===== config.mk =====
export PLATFORM = sky130hd
export DESIGN_NAME = player_input_map
export DESIGN_NICKNAME = d
export VERILOG_FILES = /design/src/rtl/player_input_map.sv
export SDC_FILE = /design/constraint.sdc
export NUM_CORES = 1
export LEC_CHECK = 0
export BUFFER_PORTS_ARGS = -buffer_cell sky130_fd_sc_hd__buf_2
export CORE_ASPECT_RATIO = 0.7
export CORE_MARGIN = 4
export CORE_UTILIZATION = 42
export DETAILED_ROUTE_END_ITERATION = 16
export PLACE_DENSITY_LB_ADDON = 0.15
export SYNTH_ARGS = -nofsm -noshare
export SYNTH_HDL_FRONTEND = slang
export SYNTH_SLANG_ARGS = --single-unit

===== constraint.sdc =====
create_clock -name clock -period 2.7 [get_ports clock]
set_clock_uncertainty 0.1 [all_clocks]
set_input_delay 0.135 -clock clock [delete_from_list [all_inputs] [get_ports clock]]
set_output_delay 0.135 -clock clock [all_outputs]
set_load 0.01 [all_outputs]

===== src/rtl/player_input_map.sv =====
// Maps PS/2 keys and joystick bits onto per-player button vectors, with coin
// pulse stretching and a shared autofire phase.
module player_input_map #(
  parameter int unsigned NUM_PLAYERS  = 2,
  parameter int unsigned NUM_BUTTONS  = 11,
  parameter logic [NUM_PLAYERS*NUM_BUTTONS*8-1:0] KEYMAP = '0,
  parameter int unsigned COIN_BIT     = 8,
  parameter int unsigned PAUSE_BIT    = 9,
  parameter int unsigned COIN_HOLD    = 16,
  parameter int unsigned AUTOFIRE_DIV = 1024
) (
  input  logic                               clock,
  input  logic                               reset,
  input  logic [10:0]                        ps2_key,
  input  logic [NUM_PLAYERS*NUM_BUTTONS-1:0] joystick,
  input  logic [NUM_BUTTONS-1:0]             autofire_mask,
  output logic [NUM_PLAYERS*NUM_BUTTONS-1:0] player,
  output logic                               pause
);

  localparam int unsigned NB = NUM_PLAYERS * NUM_BUTTONS;
  localparam int unsigned CW = 16;
  localparam logic [CW-1:0] COIN_LOAD = CW'(COIN_HOLD);
  localparam logic [CW-1:0] AF_LAST   = CW'(AUTOFIRE_DIV - 1);

  logic                          tog_q, tog_d;
  logic                          primed_q, primed_d;
  logic [NB-1:0]                 key_q, key_d;
  logic [NUM_PLAYERS-1:0][CW-1:0] coin_cnt_q, coin_cnt_d;
  logic [NUM_PLAYERS-1:0]        coin_prev_q, coin_prev_d;
  logic [CW-1:0]                 af_cnt_q, af_cnt_d;
  logic                          phase_q, phase_d;
  logic [NB-1:0]                 player_q, player_d;
  logic                          pause_q, pause_d;
  logic                          key_event;
  logic [NB-1:0]                 raw;
  logic                          unused_ext;

  // The extended-code flag carries no meaning for this mapping.
  assign unused_ext = ps2_key[8];

  // Key event detection and key-state update; the first edge after reset only primes.
  always_comb begin
    tog_d     = ps2_key[10];
    primed_d  = 1'b1;
    key_d     = key_q;
    key_event = primed_q && (ps2_key[10] != tog_q);
    if (key_event) begin
      for (int unsigned i = 0; i < NB; i++) begin
        if ((KEYMAP[i*8 +: 8] != 8'h00) && (KEYMAP[i*8 +: 8] == ps2_key[7:0])) begin
          key_d[i] = ps2_key[9];
        end
      end
    end
  end

  assign raw = key_q | joystick;

  // Free-running autofire divider; phase flips each time the counter wraps.
  always_comb begin
    af_cnt_d = af_cnt_q + CW'(1);
    phase_d  = phase_q;
    if (af_cnt_q == AF_LAST) begin
      af_cnt_d = '0;
      phase_d  = ~phase_q;
    end
  end

  // Per-player coin stretcher; rising edges are ignored while a pulse is running.
  always_comb begin
    coin_cnt_d  = coin_cnt_q;
    coin_prev_d = coin_prev_q;
    for (int unsigned p = 0; p < NUM_PLAYERS; p++) begin
      coin_prev_d[p] = raw[p*NUM_BUTTONS + COIN_BIT];
      if (raw[p*NUM_BUTTONS + COIN_BIT] && !coin_prev_q[p] && (coin_cnt_q[p] == '0)) begin
        coin_cnt_d[p] = COIN_LOAD;
      end else if (coin_cnt_q[p] != '0) begin
        coin_cnt_d[p] = coin_cnt_q[p] - CW'(1);
      end
    end
  end

  // Output conditioning: coin from the stretcher, autofire gating elsewhere, pause OR.
  always_comb begin
    player_d = raw;
    pause_d  = 1'b0;
    for (int unsigned p = 0; p < NUM_PLAYERS; p++) begin
      pause_d = pause_d | raw[p*NUM_BUTTONS + PAUSE_BIT];
      for (int unsigned b = 0; b < NUM_BUTTONS; b++) begin
        if (b == COIN_BIT) begin
          player_d[p*NUM_BUTTONS + b] = (coin_cnt_d[p] != '0);
        end else if (autofire_mask[b]) begin
          player_d[p*NUM_BUTTONS + b] = raw[p*NUM_BUTTONS + b] & phase_q;
        end
      end
    end
  end

  // State registers; phase comes out of reset high so autofire starts with a press.
  always_ff @(posedge clock or posedge reset) begin
    if (reset) begin
      tog_q       <= 1'b0;
      primed_q    <= 1'b0;
      key_q       <= '0;
      coin_cnt_q  <= '0;
      coin_prev_q <= '0;
      af_cnt_q    <= '0;
      phase_q     <= 1'b1;
      player_q    <= '0;
      pause_q     <= 1'b0;
    end else begin
      tog_q       <= tog_d;
      primed_q    <= primed_d;
      key_q       <= key_d;
      coin_cnt_q  <= coin_cnt_d;
      coin_prev_q <= coin_prev_d;
      af_cnt_q    <= af_cnt_d;
      phase_q     <= phase_d;
      player_q    <= player_d;
      pause_q     <= pause_d;
    end
  end

  assign player = player_q;
  assign pause  = pause_q;

endmodule


==> results.json <==
{
  "setup_viol": 0,
  "final_cell_mix": "72 x dfrtp_1, 56 x buf_2, 28 x dlygate4sd3_1",
  "die_w_um": 116.4,
  "dieHeight_um": 83.91,
  "r2r_slack_ns": 0.06,
  "grt_pass1_vias": 2617,
  "ant_nets": 0,
  "ys_ff_latch": 74,
  "area_growth_pct": 35.29,
  "route.detailed.drc": 0,
  "clk_pin_slew_worst_paths_ns": 0.06,
  "cp_max_fo": 4,
  "layout-drive-gt1-share": 0.2893,
  "fin_tns_setup_ns": 0,
  "avgRoutedWirePerCell_um": 13.86,
  "crit_type": "flop to flop",
  "grt_use_total": 0.1626,
  "syn_area_sq_um": 3457,
  "final.min_clock_period_ns": 2.643,
  "required_ns": 2.80,
  "clockRootBuffer": "clkbuf_16",
  "drtPass1Iterations": 4,
  "grt_overflow": 0,
  "hpwl_mm": 5.124,
  "die_area_sq_um": 9769,
  "clkSinkCount": 74,
  "routed_wl_mm": 7.485,
  "synth-edff-count": 0,
  "dp.cells": 494,
  "gp_congestion": 0.8186,
  "cts_buffers": 9,
  "post_drt_via_cell_ratio": 4.991,
  "drt_iter0_drc": 171,
  "hold_start": "autofire_mask[10]",
  "grt_pass1_wl_mm": 12.45,
  "synth_compound_area_frac": 0.05393,
  "seq_area_frac_synth": 0.5360,
  "post-place-ws_ns": 0.007870,
  "num_rows": 27,
  "vias": 2695,
  "ios": 69,
  "relSlewSlack": 0.5806,
  "synthAdderAreaFrac": 0.01810,
  "syn_area_per_cell_sq_um": 10.77,
  "clk-insertion-delay-late_ns": 0.34,
  "finalHoldViolations": 0,
  "whs_path_depth": 3,
  "crit_arrival_ns": 2.74,
  "syn-instance-count": 321,
  "synth_cell_types": 45,
  "worstSetupEndpointType": "flop",
  "crit_path_start_kind": "flop",
  "syn-num-nets": 372,
  "fin_crit_sh": 0.9787,
  "min_to": "player[10]$_DFF_PP0_",
  "coreArea_sq_um": 7939,
  "antenna_found_initial": 0,
  "diodes": 0,
  "whs_ns": 0.01150,
  "muxShareOfSynthArea": 0.03800,
  "slew_viol_final": 0,
  "final_cells": 540,
  "port_buffers": 56,
  "synth_top_family_by_area": "simple AND/OR/NAND/NOR gates",
  "rr_worst_depth": 6,
  "fin_ws_ns": 0.05747,
  "rsz0062_at_grt": "no",
  "status": "completed",
  "final_common_cell": "dfrtp_1",
  "cts_tree": "done",
  "grt_start_max_net_pins": 75,
  "layout.nets": 485,
  "drv_cap": 0,
  "p_leak_nw": 2.246,
  "worst_hold_path_type": "input pin to flop",
  "yosys.area_share.simple": 0.2617,
  "synthXorXnorAreaFrac": 0.07854,
  "h-tree-depth": 3,
  "start_util": 0.4355,
  "async_flop_share": 1.000,
  "ir_drop_mv": 0.5018,
  "p_per_area_nw_per_um2": 905.0,
  "yosys_warnings": 0,
  "cts_buffer_depth": 2,
  "finalPower_mw": 4.233,
  "reg2reg_from": "coin_cnt_q[17]$_DFF_PP0_",
  "fmax_mhz": 378.4,
  "ys.flop_type": "dfrtp_1",
  "r2r_end": "player[19]$_DFF_PP0_",
  "worst-slew-pin-transition_ns": 0.6233
}
state kept, by name (all words and copies together), names as in the netlist:
signal and count:
af_cnt_q 16, coin_prev_q 2, phase_q 1, player 22
pause 1, coin_cnt_q 32
routing by layer:
metal	vias to the layer above	wire length, um	GRT usage
li1	1351	-	-
met1	1274	3794	0.2340
met2	63	3069	0.2269
met3	7	549	0.06522
met4	0	72	0.04110
met5	-	0	0
worst max-delay path by stage:
stage | from | end
after floorplan | coin_cnt_q[17]$_DFF_PP0_ | player[19]$_DFF_PP0_
after global placement | coin_cnt_q[17]$_DFF_PP0_ | player[19]$_DFF_PP0_
after CTS | coin_cnt_q[17]$_DFF_PP0_ | player[19]$_DFF_PP0_
final | coin_cnt_q[17]$_DFF_PP0_ | player[19]$_DFF_PP0_
after detailed placement | coin_cnt_q[17]$_DFF_PP0_ | player[19]$_DFF_PP0_
after global routing | coin_cnt_q[17]$_DFF_PP0_ | player[19]$_DFF_PP0_
cell usage after synthesis, drive strengths merged, types with 3 or more instances:
cell | number | area, sq um
a21o | 3 | 22.52
a21oi | 4 | 20.02
and2 | 22 | 137.6
and3 | 5 | 31.28
clkbuf | 3 | 11.26
dfrtp | 73 | 1827
ha | 5 | 62.56
inv | 7 | 26.28
mux2 | 6 | 71.31
mux2i | 6 | 60.06
nand2 | 23 | 86.33
nand2b | 14 | 87.58
nand3 | 11 | 55.05
nor2 | 24 | 90.09
nor3 | 16 | 80.08
nor4 | 9 | 83.83
o21ai | 12 | 60.06
or2 | 5 | 31.28
or3 | 8 | 50.05
or4 | 7 | 60.06
xnor2 | 11 | 96.34
xor2 | 20 | 175.2
worst max-delay path: stages (launching register included):
cell and delay [ns]:
dfrtp_1 0.41, or4_4 0.54, or3_4 0.35, or4_4 0.42, mux2_4 0.32, nor4_2 0.24
nand4b_1 0.13
final cells by class:
class,instances,area [sq um]
Clock buffer,9,225.2
Clock inverter,7,98.84
Fill cell,667,3262
Inverter,7,26.28
Multi-Input combinational cell,235,1600
Sequential cell,74,1854
Tap cell,101,126.4
Timing Repair Buffer,107,745.7
what timing repair did:
item / in CTS / in global routing
setup endpoints to repair: 1 / 4
resized for setup: 0 / 13
cloned: 0 / 0
hold buffers: 28 / 0
hold endpoints to repair: 96 / 0
pin swaps: 0 / 3
setup buffers: 1 / 1
power breakdown:
part | switching [mW] | internal (mW) | total [mW]
Combinational | 0.680 | 0.637 | 1.32
Sequential | 0.271 | 1.36 | 1.63
Clock | 0.471 | 0.815 | 1.29
kinds of logic (layout without fill, tap and decap cells):
kind of cell	after synthesis	after routing
buffers and inverters	12	130
and+or+nand+nor	158	158
AOI/OAI and AO/OA	29	29
adders and majority gates	5	5
DFF	74	74
muxes	12	12
xor gates and xnor gates	31	31
stage by stage:
step                instance area (sq um)  utilization
floorplan                            3457            -
global placement                     4013       0.5054
detailed placement                   4013       0.5054
CTS                                  4624       0.5825
global route                         4677       0.5891
finish                               4677       0.5891
(Power assumes the default switching activity.)
